--- src/rtl/traffic_pkg.sv ---
// Shared definitions for the junction phase scheduler: phase encodings,
// signal-head colour codes and the head decode helper.
package traffic_pkg;

    typedef enum logic [2:0] {
        NS_GREEN  = 3'd0,
        NS_YELLOW = 3'd1,
        ALLRED_1  = 3'd2,
        EW_GREEN  = 3'd3,
        EW_YELLOW = 3'd4,
        ALLRED_2  = 3'd5,
        PED_WALK  = 3'd6
    } phase_t;

    localparam logic [2:0] RYG_RED = 3'b100;
    localparam logic [2:0] RYG_YEL = 3'b010;
    localparam logic [2:0] RYG_GRN = 3'b001;

    // A head shows green/yellow only in its own green/yellow phase, red otherwise.
    function automatic logic [2:0] head_ryg(input phase_t p, input phase_t grn, input phase_t yel);
        if (p == grn) begin
            return RYG_GRN;
        end else if (p == yel) begin
            return RYG_YEL;
        end else begin
            return RYG_RED;
        end
    endfunction

endpackage

--- src/rtl/phase_timer.sv ---
// Per-phase dwell counter: cleared on the cycle a new phase is entered,
// then counts up once per cycle and sticks at its all-ones value.
module phase_timer #(
    parameter int CNT_W = 5
) (
    input  logic             clk,
    input  logic             rst,
    input  logic             clear,
    output logic [CNT_W-1:0] count
);

    always_ff @(posedge clk or posedge rst) begin
        if (rst) begin
            count <= '0;
        end else if (clear) begin
            count <= '0;
        end else if (count != {CNT_W{1'b1}}) begin
            count <= count + CNT_W'(1);
        end
    end

endmodule

--- src/rtl/junction_phase_scheduler.sv ---
// Actuated two-road junction sequencer: NS/EW green-yellow-allred cycle with
// an optional pedestrian walk phase inserted after either all-red clearance.
module junction_phase_scheduler
    import traffic_pkg::*;
#(
    parameter int GREEN_MIN = 8,
    parameter int GREEN_MAX = 20,
    parameter int YELLOW_T  = 3,
    parameter int ALLRED_T  = 1,
    parameter int WALK_T    = 6,
    parameter int CNT_W     = 5
) (
    input  logic       clk,
    input  logic       rst,
    input  logic       ns_req,
    input  logic       ew_req,
    input  logic       ped_req,
    output logic [2:0] ns_out,
    output logic [2:0] ew_out,
    output logic       walk,
    output logic [2:0] phase
);

    localparam logic [CNT_W-1:0] GMIN_END  = CNT_W'(GREEN_MIN - 1);
    localparam logic [CNT_W-1:0] GMAX_END  = CNT_W'(GREEN_MAX - 1);
    localparam logic [CNT_W-1:0] YEL_END   = CNT_W'(YELLOW_T - 1);
    localparam logic [CNT_W-1:0] AR_END    = CNT_W'(ALLRED_T - 1);
    localparam logic [CNT_W-1:0] WALK_END  = CNT_W'(WALK_T - 1);

    phase_t           state;
    phase_t           state_nx;
    logic             entering;
    logic             ped_pending;
    logic             next_is_ew;
    logic [CNT_W-1:0] timer;

    phase_timer #(
        .CNT_W(CNT_W)
    ) u_timer (
        .clk   (clk),
        .rst   (rst),
        .clear (entering),
        .count (timer)
    );

    // Next-phase selection. The max-green test uses >= so that a green which
    // rested past GREEN_MAX with no rival cannot starve a late-arriving rival.
    always_comb begin
        state_nx = state;
        case (state)
            NS_GREEN: begin
                if (timer >= GMIN_END && (ew_req || ped_pending) && (!ns_req || timer >= GMAX_END)) begin
                    state_nx = NS_YELLOW;
                end
            end
            NS_YELLOW: begin
                if (timer == YEL_END) begin
                    state_nx = ALLRED_1;
                end
            end
            ALLRED_1: begin
                if (timer == AR_END) begin
                    state_nx = ped_pending ? PED_WALK : EW_GREEN;
                end
            end
            EW_GREEN: begin
                if (timer >= GMIN_END && (ns_req || ped_pending) && (!ew_req || timer >= GMAX_END)) begin
                    state_nx = EW_YELLOW;
                end
            end
            EW_YELLOW: begin
                if (timer == YEL_END) begin
                    state_nx = ALLRED_2;
                end
            end
            ALLRED_2: begin
                if (timer == AR_END) begin
                    state_nx = ped_pending ? PED_WALK : NS_GREEN;
                end
            end
            PED_WALK: begin
                if (timer == WALK_END) begin
                    state_nx = next_is_ew ? EW_GREEN : NS_GREEN;
                end
            end
            default: begin
                state_nx = ALLRED_2;
            end
        endcase
        entering = (state_nx != state);
    end

    // Phase register, pedestrian bookkeeping and registered head outputs;
    // outputs are decoded from state_nx so they always mirror the state register.
    always_ff @(posedge clk or posedge rst) begin
        if (rst) begin
            state       <= ALLRED_2;
            ped_pending <= 1'b0;
            next_is_ew  <= 1'b0;
            ns_out      <= RYG_RED;
            ew_out      <= RYG_RED;
            walk        <= 1'b0;
            phase       <= ALLRED_2;
        end else begin
            state <= state_nx;

            if (state != PED_WALK && state_nx == PED_WALK) begin
                ped_pending <= 1'b0;
            end else if (ped_req && state != PED_WALK) begin
                ped_pending <= 1'b1;
            end

            if (state == ALLRED_1 && entering) begin
                next_is_ew <= 1'b1;
            end else if (state == ALLRED_2 && entering) begin
                next_is_ew <= 1'b0;
            end

            ns_out <= head_ryg(state_nx, NS_GREEN, NS_YELLOW);
            ew_out <= head_ryg(state_nx, EW_GREEN, EW_YELLOW);
            walk   <= (state_nx == PED_WALK);
            phase  <= state_nx;
        end
    end

endmodule

--- config.mk ---
export PLATFORM = sky130hd
export DESIGN_NAME = junction_phase_scheduler
export DESIGN_NICKNAME = d
export VERILOG_FILES = /design/src/rtl/traffic_pkg.sv /design/src/rtl/phase_timer.sv /design/src/rtl/junction_phase_scheduler.sv
export SDC_FILE = /design/constraint.sdc
export NUM_CORES = 1
export LEC_CHECK = 0
export CORE_MARGIN = 5
export CORE_UTILIZATION = 30
export DETAILED_ROUTE_END_ITERATION = 10
export HOLD_SLACK_MARGIN = 0.08
export RECOVER_POWER = 100
export SETUP_SLACK_MARGIN = 0.4
export SLEW_MARGIN = 10
export SYNTH_ARGS = -nofsm -noshare
export SYNTH_HDL_FRONTEND = slang
export SYNTH_SLANG_ARGS = --single-unit
--- constraint.sdc ---
create_clock -name clk -period 2.4 [get_ports clk]
set_input_delay 0.24 -clock clk [delete_from_list [all_inputs] [get_ports clk]]
set_output_delay 0.24 -clock clk [all_outputs]
set_load 0.005 [all_outputs]
# After elaboration in Yosys (flattened, before gate mapping)
# Cells that the tools add are included.
# totals
mem_bits_ro	0
reg_bits	17
out_inout_bits	10
n_memories	0
latch_bits	0
input_bits	5
word_cells	66
ramBits	0
# classes
bitwise_logic	0
n_eq_ne	15
reduce_logical	20
add_sub_neg	1
n_mux	21
n_div	0
n_mul	0
order_cmp	2
n_shift	0
# op_table
op	n
2-to-1 mux 3 bit	13
one-hot mux 3 bit (7 select lines)	1
equality test 3 bit, second input constant	5
2-to-1 mux 5 bit	2
equality test 3 x 2 -> 1 bit, second input constant	3
logical AND 1 bit	8
equality test 3 x 1 -> 1 bit, second input constant	2
zero test 3 bit	2
nonzero test 2 bit	3
adder 5 x 1 -> 5 bit, second input constant	1
equality test 5 x 2 -> 1 bit, second input constant	1
equality test 5 x 3 -> 1 bit, second input constant	1
greater-or-equal comparator 5 x 3 -> 1 bit, second input constant	1
greater-or-equal comparator 5 bit, second input constant	1
zero test 5 bit	1
!= test 5 bit, second input constant	1
logical OR 1 bit	4
2-to-1 mux 1 bit	4
!= test 3 bit	1
!= test 3 bit, second input constant	1
zero test 1 bit	2
2-to-1 mux 2 bit	1

# Longest topological paths before layout
# logic_depth
word_depth	9
mapped_depth	8
depth_no_buf	8

# Cells and area by module
# From an unflattened synthesis, not the netlist that was laid out.
# unflattened
hier_cells	109
hier_area_um2	1066.0
# by_module_without_submodules
mod	cells_per_inst	area_each_um2	seq_area_each_um2	n_inst
junction_phase_scheduler	88	825.8	305.3	1
phase_timer	21	240.2	125.1	1

# Worst setup path after synthesis
# No wires, ideal clock.
# synth_path
kind	register to register
start	reg u_timer.count[0]
end	reg ew_out[2]
setup_slack_ns	0.338
setup_ns	0.083
path_stages_with_launch	8
synth_period_minus_slack_ns	2.062
t_arrival_ns	1.979
n_path_buf	0
required_ns	2.317
cell_sequence	dfrtp_1 -> inv_1 -> ha_1 -> or4b_4 -> o21a_1 -> a221oi_2 -> a31oi_4 -> o32a_1
# synth_between
elab_chain_len	8
word_cells_on_any_way	23
classes_between	2 x order compare; 4 x eq/ne; 10 x mux; 7 x reduce/logical
# synth_rtl
item	line	text
start, declared	phase_timer.sv:9	output logic [CNT_W-1:0] count
start signal, assigned	phase_timer.sv:18	count <= count + CNT_W'(1);
greater-or-equal comparator 5 x 3 -> 1 bit or greater-or-equal comparator 5 bit (tied branches)	junction_phase_scheduler.sv:52, junction_phase_scheduler.sv:67	
logical AND 1 bit (tied with other cells)	junction_phase_scheduler.sv:67	if (timer >= GMIN_END && (ns_req || ped_pending) && (!ew_req || timer >= GMAX_END)) begin
logical AND 1 bit (on tied branches)	junction_phase_scheduler.sv:67, junction_phase_scheduler.sv:52	
2-to-1 mux 3 bit (on tied branches)	junction_phase_scheduler.sv:67, junction_phase_scheduler.sv:52	
one-hot mux 3 bit (7 select lines) *	junction_phase_scheduler.sv:50	case (state)
equality test 3 bit	traffic_pkg.sv:23	end else if (p == yel) begin
2-to-1 mux 3 bit	traffic_pkg.sv:23	
2-to-1 mux 3 bit *	traffic_pkg.sv:21	if (p == grn) begin
end signal, assigned	junction_phase_scheduler.sv:120	ew_out <= head_ryg(state_nx, EW_GREEN, EW_YELLOW);
end, declared	junction_phase_scheduler.sv:19	output logic [2:0] ew_out,
# Every way passes the cells marked *; elsewhere a longest branch is shown, timed or not.
# A chain may end at the register's enable or synchronous reset.

# Final worst setup path
# layout_path
start	reg u_timer.count[1]
end	reg ew_out[2]
# Same word-level chain as after synthesis.

==> PnR_summary.wiki <==
{| class="wikitable"
! Metric !! Value
|-
| Slack of the worst reg-to-reg path || about 220 ps
|-
| Outcome || finished, final reports clean
|-
| Largest net degree at the start of global routing || 18
|-
| Total leakage power || 0.0006291 µW
|-
| Clock tree from TritonCTS || yes
|-
| Fin Setup TNS || 0 ps
|-
| H-tree levels || 1
|-
| First-pass GRT wire length || 4.650 mm
|-
| Worst setup path category || reg2reg
|-
| Area contributors post-synth || sky130_fd_sc_hd__dfrtp_1 29%, sky130_fd_sc_hd__dfstp_2 9.4%, sky130_fd_sc_hd__ha_1 5.6%
|-
| Unrepaired setup endpoints after global routing || yes
|-
| Largest clock skew in the final design || roughly 3.0 ps
|-
| GR met3 Demand/Resource || less than 1%
|-
| CTS clock-pin slew for the worst setup and hold paths || 60 ps
|-
| # diodes || 0
|-
| Post-Synthesis Mean Instance Area || ~10 µm²
|-
| Worst-case headroom to the max-slew limit || between 50 and 60%
|-
| Number of enable flip-flop cells after synthesis || 0
|-
| Root Buffer Master || sky130_fd_sc_hd__clkbuf_8
|-
| Share of synthesized registers carrying an async set or reset || 100.0%
|-
| Std-Cell Core Area || approximately 3600 µm²
|-
| RePlAce Congestion || 0.8372
|-
| First-pass iteration count of the detailed router || 4
|-
| Detail Route Antenna Nets || 0
|-
| Share of the yosys chip area belonging to registers || approximately 39%
|-
| Post-synthesis simple-gate area fraction || 19.08%
|-
| Die Outline Area || between 5000 and 6000 µm²
|-
| Grt peak-use layer || met2
|-
| Unique cell type count in the Yosys netlist || 50
|-
| Netlist area before placement || approximately 1100 µm²
|-
| Skew-Pair Late Insertion Delay || between 200 and 300 ps
|-
| Die H || slightly above 70 µm
|-
| Mux cell area share after synthesis || about 1.8%
|-
| Layout Area Growth over Synthesis || 40.97%
|-
| Worst reg2reg endpoint || ew_out[2]
|-
| Count of final setup violators || 0
|-
| Category of the worst setup path launch point || flop
|-
| Global-route congestion overflow total || 0
|-
| Post-route DRC violation count || 0
|-
| Top-area cell type share of the netlist area || 29.18%
|-
| Transition at the pin with the smallest max-transition slack || 625.4 ps
|-
| Startpoint of the worst register-to-register path || u_timer.count[1]
|-
| Vias per Instance || about 5.4
|-
| Total routed wirelength || around 2.9 mm
|-
| Via count || 1004
|-
| Port bufs || 14
|-
| Reported max-cap violation count || 0
|-
| CTS Sinks || 17
|-
| Hpwl dp || approximately 2.0 mm
|-
| Pre-CTS setup slack || 34.58 ps
|-
| Average wire length per cell after detail routing || 15.35 µm
|-
| Placed Area || roughly 1300 µm²
|-
| Final Critical Period || 2177 ps
|-
| Total Routing Usage GR || 11.47%
|-
| Xor-xnor portion of the synthesized cell area || 2.357%
|-
| Endpoint kind of the worst setup timing path || flop
|-
| Number of inserted filler cells in the final layout || 350
|-
| Maximum fanout along the worst path || 5
|-
| Fin nets || 150
|-
| Required time at the endpoint of the critical path || 2570 ps
|-
| Worst voltage drop across the vdd grid || ~0.24 mV
|-
| Ratio of final minimum period to clock period || between 90 and 100%
|-
| Number of buffers between clock root and the deepest sink || 2
|-
| Top-level port count || 15
|-
| Number of clock buffers inserted by TritonCTS || 3
|-
| Total of warnings raised by yosys || 0
|-
| Biggest area consumer among synthesized cells || sky130_fd_sc_hd__dfrtp_1
|-
| Synth Flop Type || sky130_fd_sc_hd__dfrtp_1
|-
| Met1 track demand over resource || 13.49%
|-
| Initial cell density of the core || approximately 31%
|-
| Site Rows || 22
|-
| Horizontal extent of the die || 70.96 µm
|-
| Worst hold path type || in2async
|-
| Number of max-slew violations in the final report || 0
|-
| Met2 routing resource usage after global routing || between 20% and 30%
|-
| Compound-Gate Fraction of Synth Area || 24.13%
|-
| Number of antenna violations at the first check in global routing || 0
|-
| Number of instances in the synthesized netlist || ~110
|-
| Synthesized Nets || 119
|-
| Number of global-route vias before repair || 960
|-
| Cell depth of the worst flop-to-flop path || 7
|-
| Final number of hold-violating endpoints || 0
|-
| Drt initial violations || 70
|-
| Hold_buf cts || 0
|-
| Arrival time at the worst endpoint || 2350 ps
|-
| Power density of the placed cells || 320.2 nW/µm²
|-
| Area share of fa/ha/maj cells after synthesis || 5.612%
|-
| Flops & latches, synth || 17
|-
| Combinational family with the most area after synthesis || compound AO/OA/AOI/OAI gates
|-
| Share of layout cells above drive strength 1 || between 40% and 50%
|-
| Fin area || approximately 1600 µm²
|-
| Timing-limited maximum frequency || around 460 MHz
|-
| Setup slack after layout || 223.4 ps
|}
## kinds of logic (layout without fill, tap and decap cells)
kind of cell / after synthesis / in the layout
simple gates: 34 / 34
compound gates: 31 / 31
flops: 17 / 17
buf+inv: 17 / 47
fa+ha+maj: 5 / 5
xor+xnor: 3 / 3
mux: 2 / 2
## registers in the layout, indices dropped and copies added, names as in the netlist
| signal | cells |
|---|---|
| ew_out | 3 |
| ped_pending | 1 |
| next_is_ew | 1 |
| u_timer.count | 5 |
| ns_out | 3 |
| walk | 1 |
| state | 3 |
## what timing repair did
item | CTS | global route
hold endpoints to repair | 0 | 0
buffers inserted | 13 | 1
endpoints found under the setup margin | 15 | 15
gates resized for setup | 23 | 11
pin swaps | 13 | 7
## how the worst max path moves through the flow
stage	cells after the start	slack (ps)	startpoint	to
finish	7	220	u_timer.count[1]	ew_out[2]
global route	6	130	state[2]	ew_out[2]
CTS	6	320	u_timer.count[0]	next_is_ew
detailed placement	6	30	u_timer.count[0]	next_is_ew
global placement	6	210	u_timer.count[0]	u_timer.count[4]
floorplan	7	350	u_timer.count[0]	ew_out[2]
## area by class of cell
cell class              count  area (µm²)  area share [%]
multi-input cells          75       711.9           45.30
well taps                  48       60.06           3.822
repair buffers             31       271.5           17.28
clock inverters             1       5.005          0.3185
flip-flops and latches     17       435.4           27.71
inverters                  12       46.29           2.946
clock buffers               3       41.29           2.627
## report_power, final
part	internal [µW]	switching [µW]
registers	287	0.000000000000297
logic	5.60	7.04
clock network	115	88.9
## worst max-delay path, stage by stage (launching register included)
cell and delay (ps):
sky130_fd_sc_hd__dfrtp_2 430, sky130_fd_sc_hd__inv_2 90, sky130_fd_sc_hd__ha_4 140, sky130_fd_sc_hd__or4b_1 560, sky130_fd_sc_hd__o21a_1 230, sky130_fd_sc_hd__a221oi_2 240
sky130_fd_sc_hd__a31oi_4 90, sky130_fd_sc_hd__o32a_1 320
## synthesized netlist by cell type (all sizes together), types with 2 or more instances
| cell | n |
|---|---|
| nor2b | 2 |
| nor3 | 6 |
| a21o | 2 |
| o21a | 2 |
| nand3 | 3 |
| dfstp | 4 |
| a211oi | 6 |
| and3 | 4 |
| ha | 5 |
| buf | 3 |
| nor2 | 4 |
| inv | 11 |
| o21ai | 3 |
| o311ai | 3 |
| dfrtp | 13 |
| nand2 | 6 |
| mux2i | 2 |
| xor2 | 2 |
| clkbuf | 2 |
| a31oi | 3 |
## layout by cell type (no fill, tap or decap), types with 2 or more instances in the layout
cell type                         netlist  final
sky130_fd_sc_hd__dfrtp_2                0      4
sky130_fd_sc_hd__clkinv_2               0      2
sky130_fd_sc_hd__a31oi_1                2      2
sky130_fd_sc_hd__ha_2                   0      2
sky130_fd_sc_hd__and3_1                 2      2
sky130_fd_sc_hd__ha_1                   5      2
sky130_fd_sc_hd__nand2_1                6      6
sky130_fd_sc_hd__o311ai_2               0      2
sky130_fd_sc_hd__and3_2                 2      2
sky130_fd_sc_hd__inv_1                  9      7
sky130_fd_sc_hd__o21ai_0                3      3
sky130_fd_sc_hd__nor2b_1                2      2
sky130_fd_sc_hd__nor3_2                 0      3
sky130_fd_sc_hd__dfrtp_1               13      9
sky130_fd_sc_hd__mux2i_1                2      2
sky130_fd_sc_hd__xor2_1                 2      2
sky130_fd_sc_hd__inv_2                  2      4
sky130_fd_sc_hd__nor3_1                 5      2
sky130_fd_sc_hd__a211oi_2               0      2
sky130_fd_sc_hd__clkdlybuf4s50_1        0      5
sky130_fd_sc_hd__clkbuf_8               1      3
sky130_fd_sc_hd__nor2_1                 4      4
sky130_fd_sc_hd__nand3_1                3      3
sky130_fd_sc_hd__a211oi_1               6      3
sky130_fd_sc_hd__buf_4                  1     16
sky130_fd_sc_hd__dfstp_2                4      3
sky130_fd_sc_hd__a21o_1                 2      2
sky130_fd_sc_hd__dlygate4sd3_1          0      9
sky130_fd_sc_hd__o21a_1                 2      2
## metrics by stage
stage	std cells	util, %	hold WS [ps]	total power [µW]
after floorplan	109	-	163.2	296.3
after global placement	169	35.54	581.8	305.2
after detailed placement	169	35.54	591.5	305.5
after CTS	186	42.32	390.4	509.9
after global routing	187	43.25	586.9	520.5
final	187	43.25	510.0	503.2
## layer usage
metal | part of all wire (%) | wire, µm
met1 | 42 | 1217
met2 | 53 | 1531
met3 | 2.4 | 68
met4 | 1.9 | 55
met5 | 0 | 0
No activity file was read; power rests on OpenSTA's default activity.
